File: config.mk
export PLATFORM = sky130hd
export DESIGN_NAME = apb_uart_csr
export DESIGN_NICKNAME = d
export VERILOG_FILES = /design/src/rtl/apb_uart_pkg.sv /design/src/rtl/apb_uart_csr.sv
export SDC_FILE = /design/constraint.sdc
export NUM_CORES = 1
export LEC_CHECK = 0
export ABC_CLOCK_PERIOD_IN_PS = 2500
export BUFFER_PORTS_ARGS = -buffer_cell sky130_fd_sc_hd__buf_2
export CAP_MARGIN = 15
export CORE_MARGIN = 3
export CORE_UTILIZATION = 46
export CTS_BUF_LIST = sky130_fd_sc_hd__clkbuf_8
export DETAILED_ROUTE_END_ITERATION = 8
export PLACE_DENSITY = 0.92
export SYNTH_ARGS = -nofsm -noshare
export SYNTH_HDL_FRONTEND = slang
export SYNTH_SLANG_ARGS = --single-unit
File: constraint.sdc
create_clock -name clk -period 2.5 [get_ports clk]
set_input_delay 0.5 -clock clk [delete_from_list [all_inputs] [get_ports clk]]
set_output_delay 0.5 -clock clk [all_outputs]
set_load 0.1 [all_outputs]
File: src/rtl/apb_uart_pkg.sv
// Shared definitions for the UART APB register front end: register offsets,
// field positions, the transfer-state encoding and the CTRL register layout.
package apb_uart_pkg;

    localparam logic [11:0] OFF_CTRL   = 12'h000;
    localparam logic [11:0] OFF_BAUD   = 12'h004;
    localparam logic [11:0] OFF_STATUS = 12'h008;
    localparam logic [11:0] OFF_TXDATA = 12'h00C;
    localparam logic [11:0] OFF_RXDATA = 12'h010;
    localparam logic [11:0] OFF_IER    = 12'h014;
    localparam logic [11:0] OFF_ISR    = 12'h018;

    localparam int CTRL_EN_BIT      = 0;
    localparam int CTRL_PAR_EN_BIT  = 1;
    localparam int CTRL_PAR_ODD_BIT = 2;
    localparam int CTRL_STOP2_BIT   = 3;
    localparam int ISR_RXV_BIT      = 0;
    localparam int ISR_TXR_BIT      = 1;
    localparam int ISR_OVR_BIT      = 2;

    typedef enum logic [1:0] {
        IDLE    = 2'd0,
        TX_WAIT = 2'd1,
        RX_WAIT = 2'd2
    } state_t;

    typedef struct packed {
        logic stop2;
        logic par_odd;
        logic par_en;
        logic en;
    } ctrl_t;

endpackage

File: src/rtl/apb_uart_csr.sv
// APB slave register file for the UART; bridges TXDATA/RXDATA to the core's
// byte streams, stretching the transfer with wait states up to WAIT_MAX cycles.
module apb_uart_csr
    import apb_uart_pkg::*;
#(
    parameter int          ADDR_W     = 12,
    parameter int          DATA_W     = 32,
    parameter int          WAIT_MAX   = 16,
    parameter logic [15:0] BAUD_RESET = 16'd54
) (
    input  logic              clk,
    input  logic              preset,
    input  logic              psel,
    input  logic              penable,
    input  logic              pwrite,
    input  logic [ADDR_W-1:0] paddr,
    input  logic [3:0]        pstrb,
    input  logic [DATA_W-1:0] pwdata,
    output logic [DATA_W-1:0] prdata,
    output logic              pready,
    output logic              pslverr,
    output logic [7:0]        tx_data,
    output logic              tx_valid,
    input  logic              tx_ready,
    input  logic [7:0]        rx_data,
    input  logic              rx_valid,
    output logic              rx_ready,
    input  logic              tx_busy,
    input  logic              rx_overrun,
    output logic              ctrl_en,
    output logic              ctrl_par_en,
    output logic              ctrl_par_odd,
    output logic              ctrl_stop2,
    output logic [15:0]       baud_div,
    output logic              irq
);

    localparam logic [4:0] CNT_LAST = 5'(WAIT_MAX - 1);

    state_t      state_r, state_nxt_s;
    logic [4:0]  cnt_r, cnt_nxt_s;
    ctrl_t       ctrl_r;
    logic [15:0] baud_r;
    logic [2:0]  ier_r;
    logic        ovr_r;
    logic        irq_r;

    logic        access_s, wr_en_s, ovr_clr_s, err_s;
    logic        sel_ctrl_s, sel_baud_s, sel_status_s, sel_tx_s, sel_rx_s, sel_ier_s, sel_isr_s;
    logic [2:0]  isr_s;
    logic [DATA_W-1:0] rdata_s;
    logic        unused_s;

    assign access_s     = psel & penable;
    assign sel_ctrl_s   = (paddr == ADDR_W'(OFF_CTRL));
    assign sel_baud_s   = (paddr == ADDR_W'(OFF_BAUD));
    assign sel_status_s = (paddr == ADDR_W'(OFF_STATUS));
    assign sel_tx_s     = (paddr == ADDR_W'(OFF_TXDATA));
    assign sel_rx_s     = (paddr == ADDR_W'(OFF_RXDATA));
    assign sel_ier_s    = (paddr == ADDR_W'(OFF_IER));
    assign sel_isr_s    = (paddr == ADDR_W'(OFF_ISR));

    // Any of these completes immediately as an error with no side effect.
    assign err_s = (paddr[1:0] != 2'b00)
                 | ~(sel_ctrl_s | sel_baud_s | sel_status_s | sel_tx_s | sel_rx_s | sel_ier_s | sel_isr_s)
                 | (pwrite & (sel_status_s | sel_rx_s))
                 | (~pwrite & sel_tx_s)
                 | (pwrite & sel_tx_s & ~pstrb[0]);

    assign isr_s     = {ovr_r, tx_ready, rx_valid};
    assign ovr_clr_s = wr_en_s & sel_isr_s & pstrb[0] & pwdata[ISR_OVR_BIT];
    assign unused_s  = ^{pwdata[DATA_W-1:16], pstrb[3:2]};

    // Read mux for the zero-wait registers.
    always_comb begin
        rdata_s = '0;
        if (sel_ctrl_s) begin
            rdata_s[3:0] = ctrl_r;
        end else if (sel_baud_s) begin
            rdata_s[15:0] = baud_r;
        end else if (sel_status_s) begin
            rdata_s[3:0] = {ovr_r, tx_busy, rx_valid, tx_ready};
        end else if (sel_ier_s) begin
            rdata_s[2:0] = ier_r;
        end else if (sel_isr_s) begin
            rdata_s[2:0] = isr_s;
        end else begin
            rdata_s = '0;
        end
    end

    // Transfer FSM next state and combinational bus/stream outputs.
    always_comb begin
        state_nxt_s = state_r;
        cnt_nxt_s   = cnt_r;
        pready      = 1'b0;
        pslverr     = 1'b0;
        prdata      = '0;
        tx_valid    = 1'b0;
        tx_data     = 8'h00;
        rx_ready    = 1'b0;
        wr_en_s     = 1'b0;
        if (preset) begin
            state_nxt_s = IDLE;
            cnt_nxt_s   = 5'd0;
        end else begin
            case (state_r)
                IDLE: begin
                    if (!access_s) begin
                        state_nxt_s = IDLE;
                    end else if (err_s) begin
                        pready  = 1'b1;
                        pslverr = 1'b1;
                    end else if (sel_tx_s) begin
                        if (tx_ready) begin
                            tx_valid = 1'b1;
                            tx_data  = pwdata[7:0];
                            pready   = 1'b1;
                        end else begin
                            state_nxt_s = TX_WAIT;
                            cnt_nxt_s   = 5'd0;
                        end
                    end else if (sel_rx_s) begin
                        if (rx_valid) begin
                            rx_ready    = 1'b1;
                            prdata[7:0] = rx_data;
                            pready      = 1'b1;
                        end else begin
                            state_nxt_s = RX_WAIT;
                            cnt_nxt_s   = 5'd0;
                        end
                    end else begin
                        pready  = 1'b1;
                        wr_en_s = pwrite;
                        prdata  = pwrite ? '0 : rdata_s;
                    end
                end
                TX_WAIT: begin
                    if (!psel) begin
                        state_nxt_s = IDLE;
                    end else if (tx_ready) begin
                        tx_valid    = 1'b1;
                        tx_data     = pwdata[7:0];
                        pready      = 1'b1;
                        state_nxt_s = IDLE;
                    end else if (cnt_r == CNT_LAST) begin
                        pready      = 1'b1;
                        pslverr     = 1'b1;
                        state_nxt_s = IDLE;
                    end else begin
                        cnt_nxt_s = cnt_r + 5'd1;
                    end
                end
                RX_WAIT: begin
                    if (!psel) begin
                        state_nxt_s = IDLE;
                    end else if (rx_valid) begin
                        rx_ready    = 1'b1;
                        prdata[7:0] = rx_data;
                        pready      = 1'b1;
                        state_nxt_s = IDLE;
                    end else if (cnt_r == CNT_LAST) begin
                        pready      = 1'b1;
                        pslverr     = 1'b1;
                        state_nxt_s = IDLE;
                    end else begin
                        cnt_nxt_s = cnt_r + 5'd1;
                    end
                end
                default: begin
                    state_nxt_s = IDLE;
                    cnt_nxt_s   = 5'd0;
                end
            endcase
        end
    end

    // State, register file, sticky overrun flag and registered interrupt.
    always_ff @(posedge clk) begin
        if (preset) begin
            state_r <= IDLE;
            cnt_r   <= 5'd0;
            ctrl_r  <= '0;
            baud_r  <= BAUD_RESET;
            ier_r   <= 3'b000;
            ovr_r   <= 1'b0;
            irq_r   <= 1'b0;
        end else begin
            state_r <= state_nxt_s;
            cnt_r   <= cnt_nxt_s;
            if (wr_en_s && sel_ctrl_s && pstrb[0]) ctrl_r <= ctrl_t'(pwdata[3:0]);
            if (wr_en_s && sel_baud_s && pstrb[0]) baud_r[7:0] <= pwdata[7:0];
            if (wr_en_s && sel_baud_s && pstrb[1]) baud_r[15:8] <= pwdata[15:8];
            if (wr_en_s && sel_ier_s && pstrb[0]) ier_r <= pwdata[2:0];
            // A new overrun in the same cycle as the clear must not be lost.
            if (rx_overrun) begin
                ovr_r <= 1'b1;
            end else if (ovr_clr_s) begin
                ovr_r <= 1'b0;
            end
            irq_r <= |(ier_r & isr_s);
        end
    end

    assign ctrl_en      = ctrl_r.en;
    assign ctrl_par_en  = ctrl_r.par_en;
    assign ctrl_par_odd = ctrl_r.par_odd;
    assign ctrl_stop2   = ctrl_r.stop2;
    assign baud_div     = baud_r;
    assign irq          = irq_r;

endmodule
Word level (Yosys, flattened, before mapping). Index checks and enable logic that the tools add are counted.

Bits in registers: 32. Bits of input ports: 65. Output and inout port bits: 65. Word-level logic and storage cells: 168.

$add $sub $neg: 1. Eq/ne operators: 22. Muxes and demuxes: 97. Bitwise logic cells: 23. Reduce and logical (&&, ||, !) cells: 14.

Operators by type and width (number): $mux W32 (5); $mux W28 (4); $mux W29 (3); $mux W8 (9); $mux W5 (11); $mux W24 (2); $mux W1 (38); $eq A12 B5 Y1 const B (3); $mux W16 (2); $pmux W8 S2 (2); $eq A12 B4 Y1 const B (2); $mux W2 (11); $pmux W5 S3 (1); $eq A12 B3 Y1 const B (1); $logic_not A12 Y1 (1); $ne A2 B2 Y1 const B (6); $ne A3 B3 Y1 const B (4); $ne A4 B4 Y1 const B (3); $or A1 B1 Y1 (11); $reduce_and A9 Y1 (1); $and A1 B1 Y1 (8); $mux W4 (2); $logic_and A1 B1 Y1 (7); $mux W3 (2); 13 further kinds (18).

Logic depth before layout (Yosys ltp). Gate-level depths: netlist of run 1.

Depth in word-level cells: 21. Mapped depth: 8. Gate-level depth less buffers: 8.

Worst setup path before layout of run 1. Ideal clock, no wire load.

Path kind: input -> output. Start: input port paddr[2]. End: output port pslverr. Data arrival time: 3.563 ns. Required time: 2.000 ns. Path slack: -1.563 ns. Stages: 6. Buffers on the path: 2. Cells stage by stage: buf_2 clkbuf_1 nand2b_1 a221oi_1 o21ai_0 a211oi_1.

Cells in the longest elaborated chain, start to end: 16. Elaborated cells between the ends (all ways): 27. Those cells by class: 6 x eq/ne; 4 x mux; 16 x bitwise; 1 x reduce/logical.

RTL lines: start, declared (RTL line apb_uart_csr.sv:16) `input logic [ADDR_W-1:0] paddr,`; $eq A12 B3 Y1 or $logic_not A12 Y1 (tied branches) (RTL line apb_uart_csr.sv:56, apb_uart_csr.sv:55); $or A1 B1 Y1 (6 in a row) (RTL line apb_uart_csr.sv:65) `| ~(sel_ctrl_s | sel_baud_s | sel_status_s | sel_tx_s | sel_rx_s | sel_ier_s | sel_isr_s)`; $not A1 Y1 (RTL line apb_uart_csr.sv:65); $or A1 B1 Y1 (RTL line apb_uart_csr.sv:65); $or A1 B1 Y1 (RTL line apb_uart_csr.sv:66) `| (pwrite & (sel_status_s | sel_rx_s))`; $or A1 B1 Y1 (RTL line apb_uart_csr.sv:67) `| (~pwrite & sel_tx_s)`; $or A1 B1 Y1 * (RTL line apb_uart_csr.sv:68) `| (pwrite & sel_tx_s & ~pstrb[0]);`; $mux W1 * (RTL line apb_uart_csr.sv:111) `end else if (err_s) begin`; $mux W1 * (RTL line apb_uart_csr.sv:109) `if (!access_s) begin`; $pmux W1 S3 * (RTL line apb_uart_csr.sv:107) `case (state_r)`; $mux W1 * (RTL line apb_uart_csr.sv:103) `if (preset) begin`; end, declared (RTL line apb_uart_csr.sv:21) `output logic pslverr,`.

Mark *: on every way between the ends. The rest lies on a longest branch, timed or not.

Worst setup path after layout of run 1.
Start: input port paddr[6]. End: output port prdata[2].

Cells in the longest elaborated chain, start to end: 16. Elaborated cells between the ends (all ways): 35. Those cells by class: 6 x eq/ne; 12 x mux; 16 x bitwise; 1 x reduce/logical.

RTL lines: $eq A12 B3 Y1 or $logic_not A12 Y1 (tied branches) (RTL line apb_uart_csr.sv:56, apb_uart_csr.sv:55); $or A1 B1 Y1 (6 in a row) (RTL line apb_uart_csr.sv:65); $not A1 Y1 (RTL line apb_uart_csr.sv:65); $or A1 B1 Y1 (RTL line apb_uart_csr.sv:65); $or A1 B1 Y1 (RTL line apb_uart_csr.sv:66); $or A1 B1 Y1 (RTL line apb_uart_csr.sv:67); $or A1 B1 Y1 (RTL line apb_uart_csr.sv:68); $mux W32 * (RTL line apb_uart_csr.sv:111); $mux W32 * (RTL line apb_uart_csr.sv:109); $pmux W8 S2 * (RTL line apb_uart_csr.sv:107); $mux W32 * (RTL line apb_uart_csr.sv:103); end, declared (RTL line apb_uart_csr.sv:19) `output logic [DATA_W-1:0] prdata,`.

Marks and branches as above.

==> results of run 1 <==
## worst paths after layout
check / to / slack [ps] / depth (start not counted)
worst max-delay path: prdata[2] / -350 / 9
worst min-delay path: baud_div[8]$_SDFFE_PP0P_ / 450 / 3
worst max register to register: cnt_r[2]$_SDFFE_PP0P_ / 200 / 8
worst min register to register: cnt_r[3]$_SDFFE_PP0P_ / 510 / 2
## through the flow
stage,std cells,utilization (%),setup WS [ps],hold WS (ps),total power (W)
floorplan,280,-,-711,450,0.000723
global placement,444,78.6,-177,461,0.000786
detailed placement,444,78.6,-275,482,0.000797
CTS,454,84.9,-260,447,0.00125
global route,458,87.3,-378,470,0.00129
finish,458,87.3,-354,452,0.00127
## per-layer routing
metal | share of wire [%] | vias to the layer above
met5 | 0 | -
met4 | 10 | 0
met3 | 13 | 119
met2 | 45 | 357
met1 | 32 | 1382
li1 | - | 1186
## cells in the mapped netlist, types with 3 or more instances
cell type   n
a22oi_1     3
ha_1        6
a22o_1      7
inv_1      10
nand2_1     9
clkbuf_1   11
buf_4      17
nor4_4      4
a211o_1     4
nor2_1     29
nor2b_1     9
nor3_1      3
nand2b_1    4
dfxtp_1    32
nand3_1     5
o22ai_1     4
a21oi_1    10
and2_1     17
nand4_1     4
a32o_1      4
mux2i_1    24
o21ai_0    10
## kinds of logic after synthesis
group / share of synthesized area, %
fa+ha+maj: 3.32
other cells: 0.166
compound gates: 18.1
mux: 10.6
buf+inv: 9.73
flops: 28.3
simple gates: 29.7
## report_power, final
group | internal (W) | total [W] | switching [W]
clock | 0.000220 | 0.000447 | 0.000227
combinational | 0.0000844 | 0.000317 | 0.000232
sequential | 0.000509 | 0.000511 | 0.00000180
total | 0.000814 | 0.00127 | 0.000461
## flip-flops by register name, summed over array words and instances (netlist names)
name,flops
baud_div,16
cnt_r,5
ier_r,3
state_r,2
ctrl_en,1
ctrl_par_en,1
ctrl_par_odd,1
ctrl_stop2,1
irq,1
ovr_r,1
## cell type report
class / instances / area (µm²) / area share, %
Multi-Input combinational cell: 207 / 1770 / 44.6
Tap cell: 65 / 81.3 / 2.06
Clock inverter: 2 / 11.3 / 0.285
Inverter: 10 / 37.5 / 0.948
Clock buffer: 6 / 82.6 / 2.09
Sequential cell: 32 / 648 / 16.4
Timing Repair Buffer: 136 / 1330 / 33.6
## worst max-delay path, cell delays in order
cell and delay, ps:
buf_6 100, nor4_4 280, buf_4 180, nand3_4 150, buf_6 170, nor4b_2 400, a21oi_4 80, a32o_4 320
buf_12 170
## timing repair
action | 4_1_cts | 5_1_grt
hold buffers | 0 | 0
gates cloned | 1 | 0
endpoints found under the setup margin | 28 | 31
gates resized for setup | 38 | 19
setup buffers | 1 | 4
pin swaps | 20 | 12
==> flow_summary.yaml, run 1 <==
synth:
  syn_avg_cell_area_um2: 8.54
  ys_types: 51
  synth_cells: 265
  async_reset_ff_share_pct: 0
  synth-seq-cells: 32
  yosys_warnings: 0
  synth_edf_count: 0
  ys_seq_area_share_pct: 28.3
  synth_area_leaders: "dfxtp_1 (28%), mux2i_1 (11%), buf_4 (5.6%), nor2_1 (4.8%), and2_1 (4.7%)"
  synth_ff_type: "dfxtp_1"
  synth_area_mm2: 0.00226
  yosysTopAreaCellShare_pct: 28.3
  yosysTopAreaCell: "dfxtp_1"
global_route:
  grt_pass1_vias: 3172
  grt_overflow: 0
  grtUsageMet3_pct: 13.5
  gr-usage-all-layers_pct: 40.7
  met2_usage_pct: 68.2
  grt_max_degree: 19
  grt_use_met1_pct: 41.7
  grt_pass1_wl_mm: 18.4
  busiest_layer: "met2"
  antenna_found_initial: 0
placed_design:
  io_buffers: 95
  place_area_mm2: 0.00356
  gp_congestion: 0.912
  hpwl_mm: 7.07
setup_path:
  r2r_start: "cnt_r[0]$_SDFFE_PP0P_"
  critPathCaptureType: "output port"
  worstSetupPathType: "in2out"
  path_max_fanout: 4
  start_kind: "input port"
  worstPathArrival_ps: 2350
  critPathLaunch: "paddr[6]"
  required_ps: 2000
die:
  start_util_pct: 49.9
  die_y_um: 76.1
  die_area_mm2: 0.00580
  die_x_um: 76.1
  num_rows: 24
  io_pins: 130
  core_area_mm2: 0.00453
status:
  violations: "negative setup slack"
  status: "complete, but fails checks"
timing:
  fin_crit_ps: 2850
  setup-tns-final_ps: -5520
  max_freq_mhz: 350
  fin_crit_sh_pct: 114
  fin_skew_ps: 9.17
  slew_violations: 0
  max_slew_margin_pct: 62.7
  final-hold-violation-count: 0
  fin_ws_ps: -354
  finalSetupViolations: 27
  worst_slew_pin_slew_ps: 554
  grt_setup_unrepaired: "yes"
routing:
  drtPass1Iterations: 6
  final_antenna_net_count: 0
  vias: 3044
  drc: 0
  drt-total-wl_mm: 12.3
  vias_per_cell: 6.65
  drt-initial-drc-count: 455
  wl_per_cell_um: 26.9
clock_tree:
  cts.sinks: 32
  root_buffer: "clkbuf_8"
  cts_buffer_depth: 2
  clock_latency_ps: 300
  cts_tree: "built"
  h-tree-depth: 2
  cts.clk_slew.worst_paths_ps: 80
  numCtsBuffers: 5
final_layout:
  n_fill_cell: 157
  diodes: 0
  area_growth_pct: 74.9
  nets: 463
  final_cell_mix: "buf_2 (61), buf_12 (31), nor2_1 (29)"
  postLayoutCellArea_mm2: 0.00396
  final_common_cell: "buf_2"
  drive_gt1_share_pct: 52.7
hold_path:
  hp-start: "pwdata[8]"
  hp-class: "in2reg"
pwr:
  vdd_drop_max_v: 0.000435
  p_leak_nw: 1.63
  power.density_mw_per_mm2: 322
flow_run:
  maxCapViolCount: 0
Power figures use the tool's default switching activity.
==> run 2: changes to the inputs <==
RECOVER_POWER = 100   (was default)
==> flow_summary.yaml, run 2 (synthesis results as in run 1) <==
clock_tree:
  root_buffer: "clkbuf_8"
  numCtsBuffers: 5
  cts.clk_slew.worst_paths_ps: 80
  cts_tree: "built"
  h-tree-depth: 2
  holdBufCountCts: 0
  clock_latency_ps: 300
  cts_buffer_depth: 2
  cts.sinks: 32
die:
  die_area_mm2: 0.00580
  die_y_um: 76.1
  die_x_um: 76.1
  num_rows: 24
  start_util_pct: 49.9
  core_area_mm2: 0.00453
  io_pins: 130
status:
  status: "complete, but fails checks"
  violations: "negative setup slack"
global_route:
  grt_pass1_vias: 3172
  antenna_found_initial: 0
  grt_max_degree: 19
  gr-usage-all-layers_pct: 40.7
  grt_overflow: 0
  grt_pass1_wl_mm: 18.4
timing:
  final-hold-violation-count: 0
  finalSetupViolations: 27
  max_slew_margin_pct: 18.2
  fin_skew_ps: 8.82
  slew_violations: 0
  fin_crit_ps: 2850
  grt_setup_unrepaired: "yes"
  worst_slew_pin_slew_ps: 1230
  max_freq_mhz: 351
  fin_ws_ps: -353
  setup-tns-final_ps: -5540
  fin_crit_sh_pct: 114
pwr:
  vdd_drop_max_v: 0.000433
  power.density_mw_per_mm2: 324
  p_leak_nw: 1.54
  power_w: 0.00127
final_layout:
  postLayoutCellArea_mm2: 0.00393
  final_common_cell: "buf_2"
  drive_gt1_share_pct: 47.1
  largest_reg_flops: 16
  area_growth_pct: 73.6
  diodes: 0
  final_cell_mix: "buf_2 (40), buf_12 (31), nor2_1 (29)"
  stdcell_count: 458
  nets: 463
routing:
  drtPass1Iterations: 7
  drt-total-wl_mm: 12.3
  final_antenna_net_count: 0
  wl_per_cell_um: 26.9
  drc: 0
  vias: 3055
  vias_per_cell: 6.67
  drt-initial-drc-count: 440
setup_path:
  path_max_fanout: 4
  r2r_cells: 8
  r2r_start: "cnt_r[0]$_SDFFE_PP0P_"
  critPathCaptureType: "output port"
  r2r-end: "cnt_r[2]$_SDFFE_PP0P_"
  worstSetupPathType: "in2out"
  r2r_setup_slack_ps: 200
  start_kind: "input port"
  required_ps: 2000
  worstPathArrival_ps: 2350
placed_design:
  dp_cells: 444
  place_area_mm2: 0.00356
  gp_congestion: 0.912
  io_buffers: 95
  hpwl_mm: 7.07
  place_ws_ps: -275
hold_path:
  whs_path_depth: 3
  hp-start: "pwdata[8]"
  hp-class: "in2reg"
  min_to: "baud_div[8]$_SDFFE_PP0P_"
flow_run:
  maxCapViolCount: 0
## run 2: cell types whose count changed in the layout (fill, tap and decap cells not counted), sizes merged
cell	previous run	this run
buf	134	112
clkbuf	8	30
## run 2: report_power, final
group          switching [W]  internal (W)
clock               0.000223      0.000220
sequential        0.00000159      0.000509
combinational       0.000233     0.0000837
## run 2: what timing repair did
item	CTS	global route
gates cloned	1	0
setup endpoints to repair	28	31
gates resized for setup	38	19
setup buffers	1	4
pin swaps	20	12
## run 2: worst max path at each step
stage,startpoint,to,slack (ps)
2_1_floorplan,paddr[10],tx_data[0],-710
3_3_place_gp,paddr[1],prdata[1],-180
3_5_place_dp,paddr[10],prdata[1],-270
4_1_cts,paddr[9],tx_data[0],-260
5_1_grt,paddr[6],prdata[2],-380
6_report,paddr[6],prdata[1],-350
## run 2: area by class of cell
cell class / instances / area [µm²]
Multi-Input combinational cell: 207 / 1770
Timing Repair Buffer: 136 / 1300
Sequential cell: 32 / 648
Fill cell: 177 / 607
Clock buffer: 6 / 82.6
Tap cell: 65 / 81.3
Inverter: 10 / 37.5
Clock inverter: 2 / 11.3
## run 2: critical path, stage by stage
cell and delay [ps]:
buf_6 100, nor4_4 280, buf_4 180, nand3_4 150
a2111oi_4 460, o22ai_2 160, a32o_4 360, buf_12 170
## run 2: per-stage QoR
step                      hold WS (ps)  util (%)
after floorplan                    450         -
after global placement             461      78.6
after detailed placement           482      78.6
after CTS                          447      84.9
after global routing               470      86.6
final                              452      86.6
## run 2: per-layer routing
layer  global-route usage, %  wire length, µm
met1                    41.7             3900
met2                    68.2             5570
met3                    13.5             1660
met4                    31.9             1200
met5                       0                0
==> run 3: changes to the inputs <==
MAX_ROUTING_LAYER = met4   (was default)
RECOVER_POWER = default   (was 100)
==> flow_summary.yaml, run 3 (synthesis results as in run 1) <==
global_route:
  gr-usage-all-layers_pct: 41.7
  grt_pass1_vias: 3109
  antenna_found_initial: 0
  grt_pass1_wl_mm: 18.2
  grt_max_degree: 19
  grt_overflow: 0
final_layout:
  diodes: 0
  stdcell_count: 462
  final_cell_mix: "buf_2 (63), buf_4 (32), buf_12 (30)"
  largest_reg_flops: 16
  drive_gt1_share_pct: 53.1
  area_growth_pct: 74.9
  nets: 467
  final_common_cell: "buf_2"
  final_util_pct: 87.3
timing:
  slew_violations: 0
  fin_crit_sh_pct: 111
  fin_crit_ps: 2770
  fin_skew_ps: 8.36
  finalSetupViolations: 26
  fin_ws_ps: -269
  setup-tns-final_ps: -5360
  grt_setup_unrepaired: "yes"
  max_freq_mhz: 361
  worst_slew_pin_slew_ps: 595
  max_slew_margin_pct: 59.9
  worst_hold_slack_ps: 435
  final-hold-violation-count: 0
hold_path:
  hp-class: "in2reg"
routing:
  drtPass1Iterations: 6
  vias_per_cell: 6.65
  final_antenna_net_count: 0
  vias: 3072
  wl_per_cell_um: 26.8
  drt-initial-drc-count: 523
  drt-total-wl_mm: 12.4
  drc: 0
clock_tree:
  cts_buffer_depth: 2
  h-tree-depth: 2
  cts.sinks: 32
  clock_latency_ps: 300
  cts.clk_slew.worst_paths_ps: 70
  cts_tree: "built"
  root_buffer: "clkbuf_8"
  numCtsBuffers: 5
setup_path:
  start_kind: "input port"
  worstSetupPathType: "in2out"
  critPathCaptureType: "output port"
  required_ps: 2000
  worstPathArrival_ps: 2270
  path_max_fanout: 4
pwr:
  vdd_drop_max_v: 0.000300
  power_w: 0.00128
  power.density_mw_per_mm2: 322
  p_leak_nw: 1.64
die:
  num_rows: 24
  die_x_um: 76.1
  die_y_um: 76.1
  die_area_mm2: 0.00580
  io_pins: 130
  core_area_mm2: 0.00453
  start_util_pct: 49.9
flow_run:
  maxCapViolCount: 0
placed_design:
  io_buffers: 95
  hpwl_mm: 6.93
  dp_cells: 444
  gp_congestion: 0.926
status:
  status: "complete, but fails checks"
  violations: "negative setup slack"
-- run 3: stage by stage --
stage | cell area, µm² | setup WS (ps)
3_5_place_dp | 3560 | -332
3_3_place_gp | 3560 | -177
5_1_grt | 3960 | -487
4_1_cts | 3890 | -245
2_1_floorplan | 2520 | -711
6_report | 3960 | -269
-- run 3: final timing paths --
kind	start	endpoint	slack, ps	cells past startpoint
setup / recovery	paddr[8]	prdata[2]	-270	8
hold / removal	pwdata[4]	baud_div[4]$_SDFFE_PP1P_	440	2
setup reg to reg	state_r[1]$_SDFFE_PP0P_	cnt_r[2]$_SDFFE_PP0P_	140	10
hold reg to reg	cnt_r[3]$_SDFFE_PP0P_	cnt_r[3]$_SDFFE_PP0P_	540	2
-- run 3: repair_timing --
action / in CTS / in global routing
pin swaps: 21 / 13
setup buffers: 8 / 2
gates resized for setup: 34 / 16
setup endpoints to repair: 28 / 31
gates cloned: 2 / 0
hold buffers: 0 / 0
-- run 3: layer usage --
layer	global-route usage [%]	part of all wire (%)
met5	-	0
met4	30.1	8.5
met3	10.8	14
met2	66.4	45
met1	45.2	33
-- run 3: where the power goes --
part	switching (W)	total, W	internal, W
Sequential	0.00000271	0.000512	0.000509
Clock	0.000232	0.000452	0.000220
Combinational	0.000231	0.000312	0.0000812
-- run 3: area by class of cell --
type / instances / area, µm²
clock buffers: 6 / 82.6
clock inverters: 2 / 11.3
fillers: 161 / 577
inverters: 10 / 37.5
multi-input cells: 207 / 1740
flip-flops and latches: 32 / 648
well taps: 65 / 81.3
repair buffers: 140 / 1360
-- run 3: critical path, stage by stage --
cell and delay [ps]:
buf_6 90, nor4_4 340, nand3_2 200, buf_6 180
or3_4 340, a21oi_4 160, a32o_4 270, buf_12 180
